===== config.mk =====
export PLATFORM = sky130hd
export DESIGN_NAME = mux_accumulator_32b
export DESIGN_NICKNAME = d
export VERILOG_FILES = /design/src/rtl/mux_accumulator_32b.sv
export SDC_FILE = /design/constraint.sdc
export NUM_CORES = 1
export LEC_CHECK = 0
export CORE_ASPECT_RATIO = 1.4
export CORE_MARGIN = 2
export CORE_UTILIZATION = 50
export CTS_CLUSTER_DIAMETER = 200
export DETAILED_ROUTE_END_ITERATION = 8
export MAX_ROUTING_LAYER = met4
export PLACE_DENSITY_LB_ADDON = 0.25
export SETUP_SLACK_MARGIN = 0.15
export SLEW_MARGIN = 15
export SYNTH_ARGS = -nofsm -noshare
export SYNTH_HDL_FRONTEND = slang
export SYNTH_SLANG_ARGS = --single-unit

===== constraint.sdc =====
create_clock -name clk -period 3.5 [get_ports clk]
set_input_delay 0.7 -clock clk [delete_from_list [all_inputs] [get_ports clk]]
set_output_delay 0.7 -clock clk [all_outputs]
set_load 0.02 [all_outputs]

===== src/rtl/mux_accumulator_32b.sv =====
// Registered accumulate stage: sums COUNT accepted beats into one result word,
// then holds the result on a valid/ready output until the consumer takes it.
module mux_accumulator_32b #(
  parameter int WIDTH = 32,
  parameter int COUNT = 8
) (
  input  logic             clk,
  input  logic             rst,
  input  logic             flush,
  input  logic             in_valid,
  output logic             in_ready,
  input  logic [WIDTH-1:0] in_data,
  output logic             out_valid,
  input  logic             out_ready,
  output logic [WIDTH-1:0] out_data,
  output logic             out_ovf,
  output logic [7:0]       beat_cnt
);

  // Handshake: a beat moves when in_valid && in_ready at the rising edge; a
  // result moves when out_valid && out_ready. in_ready depends on state only.
  typedef enum logic {ACC, DONE} state_t;

  localparam logic [7:0] LAST = 8'(COUNT - 1);

  state_t           state, state_nxt;
  logic [WIDTH-1:0] acc, acc_nxt;
  logic             ovf, ovf_nxt;
  logic [7:0]       cnt, cnt_nxt;
  logic [WIDTH:0]   sum;

  assign sum = {1'b0, acc} + {1'b0, in_data};

  always_comb begin
    state_nxt = state;
    acc_nxt   = acc;
    ovf_nxt   = ovf;
    cnt_nxt   = cnt;
    case (state)
      ACC: begin
        if (flush) begin
          acc_nxt = '0;
          ovf_nxt = 1'b0;
          cnt_nxt = '0;
        end else if (in_valid) begin
          // First beat of a group overwrites, so the old result needs no clearing.
          if (cnt == 8'd0) begin
            acc_nxt = in_data;
            ovf_nxt = 1'b0;
          end else begin
            acc_nxt = sum[WIDTH-1:0];
            ovf_nxt = ovf | sum[WIDTH];
          end
          cnt_nxt = cnt + 8'd1;
          if (cnt == LAST) state_nxt = DONE;
        end
      end
      DONE: begin
        if (flush) begin
          state_nxt = ACC;
          acc_nxt   = '0;
          ovf_nxt   = 1'b0;
          cnt_nxt   = '0;
        end else if (out_ready) begin
          state_nxt = ACC;
          cnt_nxt   = '0;
        end
      end
      default: state_nxt = ACC;
    endcase
  end

  always_ff @(posedge clk or posedge rst) begin
    if (rst) begin
      state <= ACC;
      acc   <= '0;
      ovf   <= 1'b0;
      cnt   <= '0;
    end else begin
      state <= state_nxt;
      acc   <= acc_nxt;
      ovf   <= ovf_nxt;
      cnt   <= cnt_nxt;
    end
  end

  assign in_ready  = (state == ACC);
  assign out_valid = (state == DONE);
  assign out_data  = out_valid ? acc : '0;
  assign out_ovf   = out_valid & ovf;
  assign beat_cnt  = cnt;

endmodule


[After elaboration in Yosys (flattened, before gate mapping)]
Index checks and enable logic that the tools add are counted.
Widths: inputs -> output; s select.
Storage, ports and cells
  output and inout bits: 43
  bits of input ports: 37
  bits in registers: 42
  logic and storage cells: 38
Cells by class
  reduce and logical (&&, ||, !) cells: 3
  $add $sub $neg: 2
  multiplexer cells: 22
  equal/unequal tests: 4
  bitwise logic cells: 3
Operator list (number)
  $mux 32: 5
  $pmux 32 s2: 1
  $add 32x32->33: 1
  $mux 8: 4
  $pmux 8 s2: 1
  $mux 1: 9
  $add 8x1->8 const B: 1
  $eq 8x3->1 const B: 1
  $logic_not 8->1: 1
  $ne 3x3->1 const B: 2
  $pmux 1 s2: 2
  $reduce_and 2->1: 2
  $ne 2x2->1 const B: 1
  $and 1x1->1: 1
  $not 1->1: 1
  $or 1x1->1: 1

[Depth between registers and ports, before layout]
Gate-level depths: netlist of run 1.
  depth in word-level cells: 6
  mapped depth: 9
  mapped depth without buffers: 9

[Least setup slack after synthesis of run 1]
Ideal clock, no wire load.
  path kind: input to register
  start: input port in_data[0]
  end: register acc[30]
  stages on the path: 9
  required time: 3426 ps
  buffers on the path: 0
  arrival: 2600 ps
  path slack: 825 ps
  setup time: 74 ps
  cells stage by stage: ha_1 -> fa_1 -> a211oi_1 -> o21ai_1 -> a21boi_2 -> o211ai_2 -> a31oi_1 -> mux2_1 -> o21ai_2
Between the ends
  longest elaborated chain between the ends: 5
RTL lines
  from (decl): RTL line 12  | input logic [WIDTH-1:0] in_data,
  $add 32x32->33: RTL line 32  | assign sum = {1'b0, acc} + {1'b0, in_data};
  $mux 32: RTL line 47  | if (cnt == 8'd0) begin
  $mux 32: RTL line 45  | end else if (in_valid) begin
  $mux 32: RTL line 41  | if (flush) begin
  $pmux 32 s2: RTL line 39  | case (state)
  to (signal assigned): RTL line 81  | acc <= acc_nxt;
  to (decl): RTL line 27  | logic [WIDTH-1:0] acc, acc_nxt;
Every way passes these cells. The select of a mux whose other input is x is not followed.
A chain may end at the register's enable or synchronous reset.

[Final worst setup path of run 1]
Same ends and word-level chain as after synthesis.

==> metrics.md, run 1 <==
| Metric | Value |
|---|---|
| Number of fill cells in the layout | `702` |
| Warning count from the yosys run | `0` |
| Most numerous cell in the Yosys netlist | `sky130_fd_sc_hd__o21ai_0` |
| Async set-reset flop share out of synthesis | `100%` |
| Post-cts repair resize count | `0` |
| Inserted Clock Buffers | `5` |
| Area inside the core boundary | `7700 µm²` |
| Number of cell rows | `38` |
| Arithmetic-cell share of the synthesized area counting full adders, half adders and majority gates | `11.4%` |
| Drc violations | `0` |
| Setup_tns | `0 ps` |
| Leakage | `0.00213 µW` |
| Die Wd | `78.8 µm` |
| First-pass GRT wire length | `17900 µm` |
| Clock transition time at the flip-flop clock pins of the worst setup and hold paths | `90 ps` |
| Worst reg2reg startpoint | `acc[0]$_DFFE_PP0P_` |
| Max_cap viols | `0` |
| Main combinational cell family by area after synthesis | `compound AO/OA/AOI/OAI gates` |
| Worst Path Required | `3740 ps` |
| Source-to-sink clock delay at the later pin of the worst-skew pair | `310 ps` |
| Hold-fix buffer count after cts | `0` |
| Routing usage on met2 | `45.4%` |
| Initial DRC Count | `220` |
| Dominant cell type by area after synthesis | `sky130_fd_sc_hd__dfrtp_1` |
| Maximum number of pins on one net before global-route repair | `43` |
| Startpoint class of the critical path | `input port` |
| Post-detail-place hpwl | `8120 µm` |
| Wire length after detailed routing | `10700 µm` |
| H-tree levels | `2` |
| Final Worst Setup Slack | `391 ps` |
| Distinct cell type count after synthesis | `60` |
| R2R Setup Slk | `830 ps` |
| Per-cell via count in the routed design | `6.03` |
| Multiplexer share of the synthesized area | `2.59%` |
| Final min period | `3110 ps` |
| Status | `finished, final reports clean` |
| Global routing usage summed across all routing layers | `26.5%` |
| Final Skew | `6.34 ps` |
| Total Nets Final | `629` |
| Max-slew headroom | `60.2%` |
| RSZ-0062 raised after global routing | `false` |
| Kind of critical path | `in2reg` |
| Final Hold Fails | `0` |
| Hold crit path type | `reg2reg` |
| Portion of synthesized cell area occupied by the leading cell type | `26.8%` |
| Pwr Density | `346 nW/µm²` |
| Met3 global-route usage | `3.48%` |
| Wire length per cell | `16.2 µm` |
| Destination of the worst register-to-register timing path | `acc[30]$_DFFE_PP0P_` |
| Synthesized-area fraction occupied by ao, oa, aoi and oai cells | `28.0%` |
| Max rail drop VDD | `0.000200 V` |
| Xor/xnor cell area share of the yosys netlist | `6.70%` |
| DR pass1 iterations | `5` |
| Setup Buffers After CTS | `0` |
| Post-synthesis register bit count | `42` |
| Most used flip-flop cell after synthesis | `sky130_fd_sc_hd__dfrtp_1` |
| Number of buffers between clock root and the deepest sink | `2` |
| Pwr Total | `1700 µW` |
| Mean instance size in the synthesized netlist | `8.08 µm²` |
| Die area | `8570 µm²` |
| Max Transition Viols Final | `0` |
| Via count of the first global-routing pass | `3912` |
| Final antenna-violating net count | `0` |
| CTS root buf | `sky130_fd_sc_hd__clkbuf_8` |
| Initial antenna violation count | `0` |
| GRT Residual Overflow | `0` |
| Max Fanout on Critical Path | `4` |
| Routability congestion estimate | `0.973` |
| Simple-gate portion of the synthesized area | `21.6%` |
| Tightest Pin Transition | `597 ps` |
| Arrival time at the worst endpoint | `3350 ps` |
| Die Ht | `109 µm` |
| Sequential-to-total area share from yosys stat | `26.8%` |
| Met1 usage | `31.1%` |
| Worst r2r path cells | `9` |
| Initial core utilization | `50.9%` |
| Routed via count | `3966` |
| Number of I/O port buffers | `79` |
| Maximum achievable frequency | `322 MHz` |
| Element type at the critical path end | `flip-flop` |
| Layout Area Growth over Synthesis | `25.6%` |
| Most area-consuming cells after synthesis | `sky130_fd_sc_hd__dfrtp_1, sky130_fd_sc_hd__ha_1, sky130_fd_sc_hd__o21ai_0` |
| Clock tree from TritonCTS | `done` |
| Share of the core filled with cells in the final layout | `63.9%` |
| Number of placed I/O pins | `80` |
| Number of cells traversed by the worst hold path | `2` |
| Synthesized instance count | `485` |
| GR peak layer | `met2` |
| Post-placement setup slack | `43.1 ps` |
| Critical Path Sink | `acc[30]$_DFFE_PP0P_` |
| Final Cycle Share | `88.8%` |
| Number of enable flip-flop cells after synthesis | `0` |
| Post-Synthesis Net Count | `557` |
| Number of clock sinks | `42` |
| # setup viols final | `0` |
| List of most frequent post-synthesis cells | `sky130_fd_sc_hd__o21ai_0, sky130_fd_sc_hd__nand2_1, sky130_fd_sc_hd__dfrtp_1` |
| Share of post-route cells with drive strength above 1 | `4.48%` |
| Launch point of the worst path | `in_data[0]` |
| Synthesized area | `3920 µm²` |
| Number of diodes added for antenna fixing | `0` |
-- registers in the layout, indices dropped and copies added, names as in the netlist --
| register | count |
|---|---|
| ovf | 1 |
| acc | 32 |
| beat_cnt | 8 |
| out_valid | 1 |
-- critical path, stage by stage --
cell and delay (ps):
sky130_fd_sc_hd__clkdlybuf4s50_1 430, sky130_fd_sc_hd__ha_1 230, sky130_fd_sc_hd__fa_1 430, sky130_fd_sc_hd__a211oi_1 330, sky130_fd_sc_hd__o21ai_1 150, sky130_fd_sc_hd__a21boi_2 240, sky130_fd_sc_hd__o211ai_2 180, sky130_fd_sc_hd__a31oi_1 190
sky130_fd_sc_hd__mux2_1 350, sky130_fd_sc_hd__o21ai_2 110
-- power breakdown --
| group | switching [µW] | leakage (µW) | internal (µW) |
|---|---|---|---|
| combinational | 414 | 0.00151 | 307 |
| sequential | 43.9 | 0.000564 | 536 |
| clock | 188 | 0.0000524 | 214 |
| total | 646 | 0.00213 | 1060 |
-- kinds of logic after synthesis --
| group | after synthesis |
|---|---|
| AO/OA/AOI/OAI | 169 |
| XOR/XNOR | 30 |
| adder cells (fa/ha/maj) | 35 |
| buffers and inverters | 31 |
| flip-flops | 42 |
| multiplexers | 10 |
| AND/OR/NAND/NOR | 168 |
-- layout make-up --
type                    count  area (µm²)  share of cell area [%]
flip-flops and latches     42        1050                    21.4
multi-input cells         412        2760                    56.0
clock inverters             1        30.0                   0.610
repair buffers             87         851                    17.3
clock buffers               7        76.3                    1.55
inverters                   9        33.8                   0.686
well taps                 100         125                    2.54
-- how the worst min path moves through the flow --
stage / endpoint / startpoint / slack, ps
final: acc[6]$_DFFE_PP0P_ / acc[6]$_DFFE_PP0P_ / 510
after global routing: acc[2]$_DFFE_PP0P_ / acc[2]$_DFFE_PP0P_ / 530
after CTS: acc[6]$_DFFE_PP0P_ / acc[6]$_DFFE_PP0P_ / 520
after detailed placement: acc[6]$_DFFE_PP0P_ / acc[6]$_DFFE_PP0P_ / 500
after global placement: acc[4]$_DFFE_PP0P_ / acc[4]$_DFFE_PP0P_ / 480
after floorplan: acc[2]$_DFFE_PP0P_ / acc[2]$_DFFE_PP0P_ / 470
-- cells in the final DEF (no fill, tap or decap), types with 3 or more instances in the layout --
| cell | netlist | final |
|---|---|---|
| sky130_fd_sc_hd__and3_1 | 12 | 12 |
| sky130_fd_sc_hd__clkdlybuf4s50_1 | 0 | 79 |
| sky130_fd_sc_hd__ha_1 | 34 | 34 |
| sky130_fd_sc_hd__a21o_1 | 8 | 8 |
| sky130_fd_sc_hd__nand4_1 | 9 | 9 |
| sky130_fd_sc_hd__a21oi_1 | 35 | 34 |
| sky130_fd_sc_hd__nor3_1 | 12 | 12 |
| sky130_fd_sc_hd__o21a_1 | 7 | 7 |
| sky130_fd_sc_hd__and2_1 | 38 | 38 |
| sky130_fd_sc_hd__buf_4 | 0 | 8 |
| sky130_fd_sc_hd__a22oi_1 | 23 | 23 |
| sky130_fd_sc_hd__clkbuf_8 | 0 | 5 |
| sky130_fd_sc_hd__mux2i_1 | 9 | 9 |
| sky130_fd_sc_hd__nand3_1 | 6 | 6 |
| sky130_fd_sc_hd__o211ai_1 | 3 | 3 |
| sky130_fd_sc_hd__dfrtp_1 | 42 | 42 |
| sky130_fd_sc_hd__a31oi_1 | 8 | 8 |
| sky130_fd_sc_hd__nand2_1 | 47 | 47 |
| sky130_fd_sc_hd__xor2_1 | 14 | 14 |
| sky130_fd_sc_hd__o21ai_0 | 50 | 50 |
| sky130_fd_sc_hd__o21ai_1 | 3 | 3 |
| sky130_fd_sc_hd__inv_1 | 8 | 8 |
| sky130_fd_sc_hd__xnor2_1 | 16 | 16 |
| sky130_fd_sc_hd__a21oi_2 | 2 | 3 |
| sky130_fd_sc_hd__nor2_1 | 30 | 30 |
-- through the flow --
step | cells | hold slack (ps) | instance area [µm²]
after floorplan | 485 | 467 | 3920
after global placement | 650 | 484 | 4820
after detailed placement | 650 | 497 | 4820
after CTS | 658 | 516 | 4920
after global routing | 658 | 533 | 4920
final | 658 | 510 | 4920
-- layer usage --
metal / vias to the layer above / routed length, µm / share of wire [%]
li1: 1939 / - / -
met1: 1885 / 4410 / 41
met2: 116 / 5440 / 51
met3: 26 / 518 / 4.9
met4: 0 / 304 / 2.8
met5: - / 0 / 0
(Power assumes the default switching activity.)
==> inputs of run 2 (changes only) <==
--- a/config.mk
+++ b/config.mk
@@ -6,7 +6,7 @@
 export NUM_CORES = 1
 export LEC_CHECK = 0
 export CORE_ASPECT_RATIO = 1.4
-export CORE_MARGIN = 2
+export CORE_MARGIN = 8
 export CORE_UTILIZATION = 50
 export CTS_CLUSTER_DIAMETER = 200
 export DETAILED_ROUTE_END_ITERATION = 8
==> run 2 against run 1 <==
Against the previous run:
- final cell count shrank 0.15%
- hold slack improved by 8.5 ps
- sequential power about the same
- highest routed layer unchanged
- utilization is 0.081 points higher
- register-to-register slack better by 50 ps
- maximum frequency rose by 0.97%
- critical path depth did not move
- non-clock buffer count stayed put
==> metrics.md, run 2 (same netlist as run 1, synthesis figures left out) <==
| Metric | Value |
|---|---|
| DR pass1 iterations | `5` |
| Max Fanout on Critical Path | `4` |
| Post-detail-place hpwl | `8580 µm` |
| Per-cell via count in the routed design | `6.01` |
| Max rail drop VDD | `0.000201 V` |
| Final antenna-violating net count | `0` |
| CTS root buf | `sky130_fd_sc_hd__clkbuf_8` |
| Share of post-route cells with drive strength above 1 | `4.67%` |
| Routed via count | `3949` |
| Hold crit path type | `reg2reg` |
| Initial antenna violation count | `0` |
| Number of I/O port buffers | `79` |
| Wire length per cell | `16.9 µm` |
| Multi-input combinational cell area | `2760 µm²` |
| Initial core utilization | `50.9%` |
| Hold-fix buffer count after cts | `0` |
| Wire length after detailed routing | `11100 µm` |
| Total Nets Final | `629` |
| Most frequent standard cell in the layout excluding fill and tap cells | `sky130_fd_sc_hd__clkdlybuf4s50_1` |
| Die Ht | `121 µm` |
| Layout Area Growth over Synthesis | `25.7%` |
| Startpoint class of the critical path | `input port` |
| Max-slew headroom | `61.8%` |
| Drc violations | `0` |
| Final hold slack | `518 ps` |
| Setup Buffers After CTS | `0` |
| Share of the core filled with cells in the final layout | `64.0%` |
| # setup viols final | `0` |
| Leakage | `0.00213 µW` |
| Pwr Density | `346 nW/µm²` |
| Via count of the first global-routing pass | `3950` |
| First-pass GRT wire length | `18500 µm` |
| RSZ-0062 raised after global routing | `false` |
| GRT Residual Overflow | `0` |
| Tightest Pin Transition | `573 ps` |
| Clock transition time at the flip-flop clock pins of the worst setup and hold paths | `80 ps` |
| Number of placed I/O pins | `80` |
| Die area | `11000 µm²` |
| Number of clock sinks | `42` |
| Register area | `1050 µm²` |
| Setup_tns | `0 ps` |
| Clock tree from TritonCTS | `done` |
| Die Wd | `90.8 µm` |
| Kind of critical path | `in2reg` |
| Final Cycle Share | `88.0%` |
| Number of cell rows | `38` |
| Global routing usage summed across all routing layers | `20.7%` |
| Max Transition Viols Final | `0` |
| Flip-flop count of the largest register, all copies and words added | `32` |
| Commonest cells after routing, fill and taps aside | `sky130_fd_sc_hd__clkdlybuf4s50_1, sky130_fd_sc_hd__o21ai_0, sky130_fd_sc_hd__nand2_1` |
| Maximum number of pins on one net before global-route repair | `43` |
| H-tree levels | `2` |
| Status | `finished, final reports clean` |
| Post-cts repair resize count | `0` |
| Source-to-sink clock delay at the later pin of the worst-skew pair | `300 ps` |
| Register name with the most flops | `acc` |
| Maximum achievable frequency | `325 MHz` |
| Number of diodes added for antenna fixing | `0` |
| Inserted Clock Buffers | `5` |
| Final Hold Fails | `0` |
| Arrival time at the worst endpoint | `3310 ps` |
| Worst Path Required | `3730 ps` |
| Max_cap viols | `0` |
| Final Skew | `7.58 ps` |
| Routability congestion estimate | `0.961` |
| Number of fill cells in the layout | `733` |
| Element type at the critical path end | `flip-flop` |
| Final min period | `3080 ps` |
| Initial DRC Count | `280` |
| Area inside the core boundary | `7700 µm²` |
| Number of buffers between clock root and the deepest sink | `2` |
-- run 2: cell count changes in the layout (fill, tap and decap cells not counted), sizes merged --
cell    change
clkbuf      -1
-- run 2: layout make-up --
class	count	area share (%)
clock buffer	6	1.68
clock inverter	1	0.609
inverter	9	0.685
multi-input combinational	412	55.9
sequential	42	21.3
tap	100	2.54
timing repair buffer	87	17.3
-- run 2: path summary, 6_finish.rpt --
path | from | to | slack, ps | depth (start not counted)
max | in_data[0] | acc[30]$_DFFE_PP0P_ | 420 | 10
max reg2reg | acc[0]$_DFFE_PP0P_ | acc[30]$_DFFE_PP0P_ | 880 | 9
min | acc[4]$_DFFE_PP0P_ | acc[4]$_DFFE_PP0P_ | 520 | 2
min in group asynchronous | rst | beat_cnt[0]$_DFFE_PP0P_ | 840 | 3
max in group asynchronous | rst | acc[16]$_DFFE_PP0P_ | 2270 | 3
min reg2reg | acc[4]$_DFFE_PP0P_ | acc[4]$_DFFE_PP0P_ | 520 | 2
-- run 2: per-layer routing --
layer  wire length [µm]  vias up  GRT usage, %
li1                   -     1936             -
met1               4580     1875          21.6
met2               5720      114          37.8
met3                474       24          3.35
met4                313        0          8.63
met5                  0        -             -
-- run 2: power by group --
group | internal [µW] | switching (µW)
Combinational | 307 | 416
Sequential | 536 | 42.4
Clock | 229 | 177
Total | 1070 | 635
-- run 2: per-stage QoR --
step	total power, µW	worst slack, ps	cell area (µm²)	instances
2_1_floorplan	1110	825	3920	485
3_3_place_gp	1290	135	4820	650
3_5_place_dp	1300	129	4820	650
4_1_cts	1720	430	4930	657
6_report	1710	421	4930	657
5_1_grt	1820	290	4930	657
-- run 2: worst max-delay path: stages --
cell and delay, ps:
sky130_fd_sc_hd__clkdlybuf4s50_1 430, sky130_fd_sc_hd__ha_1 240, sky130_fd_sc_hd__fa_1 430, sky130_fd_sc_hd__a211oi_1 300, sky130_fd_sc_hd__o21ai_1 140, sky130_fd_sc_hd__a21boi_2 240, sky130_fd_sc_hd__o211ai_2 190, sky130_fd_sc_hd__a31oi_1 190
sky130_fd_sc_hd__mux2_1 350, sky130_fd_sc_hd__o21ai_2 100
==> RTL edit 1 (flow settings as in run 2) <==
`COUNT`: 8 -> 6.
--- a/src/rtl/mux_accumulator_32b.sv
+++ b/src/rtl/mux_accumulator_32b.sv
@@ -4,3 +4,3 @@
   parameter int WIDTH = 32,
-  parameter int COUNT = 8
+  parameter int COUNT = 6
 ) (
Behaviour: not the same (Yosys sat finds a counterexample within 10 cycles, from zero or initial values and one cycle with rst high).
==> RTL edit 1 against run 2 <==
Power grew 0.68%. Largest cell class unchanged. Cell area shrank 0.84%. Critical path type unchanged. Sequential cell count is the same. Synthesized cell count shrank 0.82%. Non-clock buffer count shrank 1. Worst setup slack lost 0.0084 ns. Synthesized area shrank 0.16%. Routed wire length shrank 1.2%.
==> RTL edit 1: results (changes against run 2) <==
result of the run: completed (unchanged)
first-pass GRT wire length: 19000 um (was 18500 um)
number of nets in the finished design: 622 (was 629)
number of logic inverters in the finished layout: 13 (was 9)
final weighted congestion in routability-driven placement: 0.937 (was 0.961)
leakage power of the design: 2.13 nW (about the same)
multi-input combinational cell count: 401 (was 412)
number of clock buffers in the layout: 7 (was 6)
fraction of the mapped netlist area in compound gates: 0.302 (was 0.280)
Post-synth top cells: 42 x sky130_fd_sc_hd__dfrtp_1, 39 x sky130_fd_sc_hd__nand2_1, 36 x sky130_fd_sc_hd__and2_1, 35 x sky130_fd_sc_hd__a21oi_1, 35 x sky130_fd_sc_hd__ha_1 (was 50 x sky130_fd_sc_hd__o21ai_0, 47 x sky130_fd_sc_hd__nand2_1, 42 x sky130_fd_sc_hd__dfrtp_1, 38 x sky130_fd_sc_hd__and2_1, 35 x sky130_fd_sc_hd__a21oi_1)
FILL cells: 691 (was 733)
Total GRT Usage: 0.209 (was 0.207)
Iter 0 DRT Violations: 174 (was 280)
crit path DAT: 3.26 ns (was 3.31 ns)
vias post-DR: 3849 (was 3949)
fraction of synthesized area in multiplexers: 0.0102 (was 0.0259)
average routed wire per standard cell: 16.9 um (about the same)
layout cell share with drive strength beyond 1: 0.0582 (was 0.0467)
met1 track demand over resource: 0.223 (was 0.216)
depth of the worst register-to-register path: 10 (was 9)
routing usage on met2: 0.382 (was 0.378)
per-cell via count in the routed design: 5.92 (was 6.01)
total instance count after detailed placement: 642 (was 650)
post-route minimum period: 3.09 ns (was 3.08 ns)
grt met3 use: 0.0329 (was 0.0335)
share of the yosys chip area belonging to registers: 0.269 (was 0.268)
share of the final layout cell area in multi-input gates: 0.558 (was 0.559)
area enclosed by the die boundary: 0.0110 mm^2 (about the same)
adder-cell area share of the yosys netlist: 0.117 (was 0.114)
top post-synthesis cells by area: sky130_fd_sc_hd__dfrtp_1 27%, sky130_fd_sc_hd__ha_1 11%, sky130_fd_sc_hd__and2_1 5.8% (was sky130_fd_sc_hd__dfrtp_1 27%, sky130_fd_sc_hd__ha_1 11%, sky130_fd_sc_hd__o21ai_0 6.4%)
worst hold margin: 0.518 ns (about the same)
NonClk Buf Share: 0.173 (about the same)
Placement Cell Area: 0.00479 mm^2 (was 0.00482 mm^2)
layout buffer count excluding clock buffers: 86 (was 87)
HPWL after detailed placement: 8400 um (was 8580 um)
Worst Hold Path EP: acc[0] (was acc[4])
P per Cell Area: 352 mW/mm^2 (was 346 mW/mm^2)
vias in the first global route: 4081 (was 3950)
worst-case register-to-register setup slack: 0.86 ns (was 0.88 ns)
## RTL edit 1: changes by cell type after synthesis, moves of 4 or more
cell	run 2	this run
sky130_fd_sc_hd__nand2_1	47	39
sky130_fd_sc_hd__a21o_1	8	21
sky130_fd_sc_hd__and3_1	12	3
sky130_fd_sc_hd__o21ai_1	3	22
sky130_fd_sc_hd__nand3_1	6	12
sky130_fd_sc_hd__o21a_1	7	1
sky130_fd_sc_hd__o21bai_1	0	4
sky130_fd_sc_hd__o21ai_0	50	27
sky130_fd_sc_hd__mux2i_1	9	4
sky130_fd_sc_hd__a31oi_1	8	4
sky130_fd_sc_hd__xnor2_1	16	20
sky130_fd_sc_hd__inv_1	8	12
## RTL edit 1: routing by layer
| layer | share of wire | vias up |
|---|---|---|
| met1 | 0.41 | 1846 |
| li1 | - | 1898 |
| met3 | 0.040 | 12 |
| met2 | 0.54 | 93 |
| met4 | 0.015 | 0 |
| met5 | 0 | - |
==> RTL edit 2 (flow settings as in run 2) <==
Made on the original files. Reset style: synchronous (`rst`), changed in one clocked block.
--- a/src/rtl/mux_accumulator_32b.sv
+++ b/src/rtl/mux_accumulator_32b.sv
@@ -72,3 +72,3 @@
 
-  always_ff @(posedge clk or posedge rst) begin
+  always_ff @(posedge clk) begin
     if (rst) begin
Behaviour: differs if rst is asserted again (counterexample within 4 cycles, from zero or initial values and one cycle with rst high); with rst held inactive, the same outputs for 4 cycles.
==> RTL edit 2 against run 2 <==
Routed wire length up 10%. Maximum frequency down 1.5%. Largest power group is now sequential cells. Non-clock buffer count up 8. Power down 26%. Worst setup slack worse by 0.046 ns. Cell area down 1.1%. Die area down 1.2%. Sequential cell count unchanged. Largest cell class unchanged. Synthesized area down 1.4%.
==> RTL edit 2: results (changes against run 2) <==
fraction of the mapped netlist area in compound gates: 0.311 (was 0.280)
final weighted congestion in routability-driven placement: 0.908 (was 0.961)
maximum number of buffers from clock root to sink: 2 (unchanged)
worst-path fanout max: 3 (was 4)
Layout Skew: 0.00916 ns (was 0.00758 ns)
top post-synthesis cells by area: sky130_fd_sc_hd__dfxtp_1 22%, sky130_fd_sc_hd__ha_1 11%, sky130_fd_sc_hd__a21oi_1 6.7% (was sky130_fd_sc_hd__dfrtp_1 27%, sky130_fd_sc_hd__ha_1 11%, sky130_fd_sc_hd__o21ai_0 6.4%)
Post-synth top cells: 52 x sky130_fd_sc_hd__a21oi_1, 48 x sky130_fd_sc_hd__nor2_1, 42 x sky130_fd_sc_hd__dfxtp_1, 38 x sky130_fd_sc_hd__and2_1, 38 x sky130_fd_sc_hd__nand2_1 (was 50 x sky130_fd_sc_hd__o21ai_0, 47 x sky130_fd_sc_hd__nand2_1, 42 x sky130_fd_sc_hd__dfrtp_1, 38 x sky130_fd_sc_hd__and2_1, 35 x sky130_fd_sc_hd__a21oi_1)
dominant cell type by area after synthesis: sky130_fd_sc_hd__dfxtp_1 (was sky130_fd_sc_hd__dfrtp_1)
syn_nets: 590 (was 557)
Post-Place Setup Slack: 0.0700 ns (was 0.129 ns)
leakage power of the design: 1.83 nW (was 2.13 nW)
fraction of synthesized area in multiplexers: 0.0104 (was 0.0259)
worst supply voltage drop on vdd: 170 uV (was 201 uV)
drt first pass iters: 5 (unchanged)
clock slew seen by the registers of the worst setup and hold paths: 0.10 ns (was 0.08 ns)
first-pass GRT wire length: 20600 um (was 18500 um)
Placement Cell Area: 0.00478 mm^2 (was 0.00482 mm^2)
result of the run: completed (unchanged)
HPWL after detailed placement: 9260 um (was 8580 um)
FILL cells: 700 (was 733)
Total GRT Usage: 0.232 (was 0.207)
Iter 0 DRT Violations: 333 (was 280)
layout cell share with drive strength beyond 1: 0.0592 (was 0.0467)
post-synthesis share of cell area spent on xor and xnor gates: 0.0498 (was 0.0670)
H-tree levels: 2 (unchanged)
worst max-slew margin expressed relative to the limit: 0.588 (was 0.618)
average routed wire per standard cell: 17.7 um (was 16.9 um)
largest stage delay on the critical path: 0.47 ns (was 0.43 ns)
Final Cycle Share: 0.893 (was 0.880)
crit path DAT: 3.32 ns (was 3.31 ns)
number of nets in the finished design: 662 (was 629)
Worst path slowest cell: sky130_fd_sc_hd__o41ai_2 (was sky130_fd_sc_hd__clkdlybuf4s50_1)
number of library cell types mapped by synthesis: 62 (was 60)
adder-cell area share of the yosys netlist: 0.115 (was 0.114)
largest net degree at the start of global routing: 44 (was 43)
worst-case register-to-register setup slack: 0.88 ns (about the same)
share of the yosys chip area belonging to registers: 0.217 (was 0.268)
Clk Latency, worst-skew pair: 0.32 ns (was 0.30 ns)
fraction of registers with async set/reset: 0 (was 1.00)
vias post-DR: 4255 (was 3949)
net switching power: 0.000453 W (was 0.000635 W)
top-area cell type share of the netlist area: 0.217 (was 0.268)
==> RTL edit 2: cell families after synthesis <==
family,Yosys count
and+or+nand+nor,192
AOI/OAI and AO/OA,187
DFF,42
buffers and inverters,36
adders and majority gates,35
xor gates and xnor gates,22
muxes,4
==> RTL edit 2: cell type report <==
class / count / area, um^2 / area share
Multi-Input combinational cell: 440 / 2880 / 0.591
Inverter: 6 / 22.5 / 0.00462
Tap cell: 100 / 125 / 0.0257
Sequential cell: 42 / 842 / 0.173
Clock inverter: 3 / 23.8 / 0.00488
Clock buffer: 5 / 68.8 / 0.0141
Timing Repair Buffer: 95 / 911 / 0.187
==> RTL edit 2: path summary, 6_finish.rpt <==
path / from / endpoint / cells after the start
max: in_data[0] / acc[26] / 10
min reg2reg: beat_cnt[7] / beat_cnt[7] / 1
max reg2reg: acc[0] / acc[26] / 9
min: beat_cnt[7] / beat_cnt[7] / 1
==> RTL edit 2: routing by layer <==
layer | global-route usage | wire [um] | vias up | part of all wire
li1 | - | - | 2091 | -
met1 | 0.252 | 5080 | 1982 | 0.42
met4 | 0.129 | 422 | 0 | 0.035
met2 | 0.394 | 6020 | 151 | 0.49
met3 | 0.0388 | 689 | 31 | 0.056
met5 | - | 0 | - | 0
==> RTL edit 2: power by group through the flow <==
stage	Sequential (W)	Clock (W)	Combinational, W
floorplan	0.000517	0	0.000254
global placement	0.000520	0	0.000374
detailed placement	0.000521	0	0.000379
CTS	0.000510	0.000361	0.000381
global route	0.000513	0.000377	0.000425
finish	0.000510	0.000361	0.000386
==> RTL edit 2: stage by stage <==
stage               utilization  hold slack, ns  total power, W  instances
floorplan                     -           0.472        0.000771        518
global placement          0.628           0.493        0.000894        683
detailed placement        0.628           0.499        0.000900        683
CTS                       0.640           0.516         0.00125        691
global route              0.641           0.539         0.00132        691
finish                    0.641           0.512         0.00126        691
==> RTL edit 2: worst max-delay path: cells and delay by family <==
kind	cells	cell delay [ns]
fa+ha+maj	2	0.61
simple gates	1	0.16
buf+inv	1	0.43
compound gates	5	1.25
xor+xnor	1	0.17
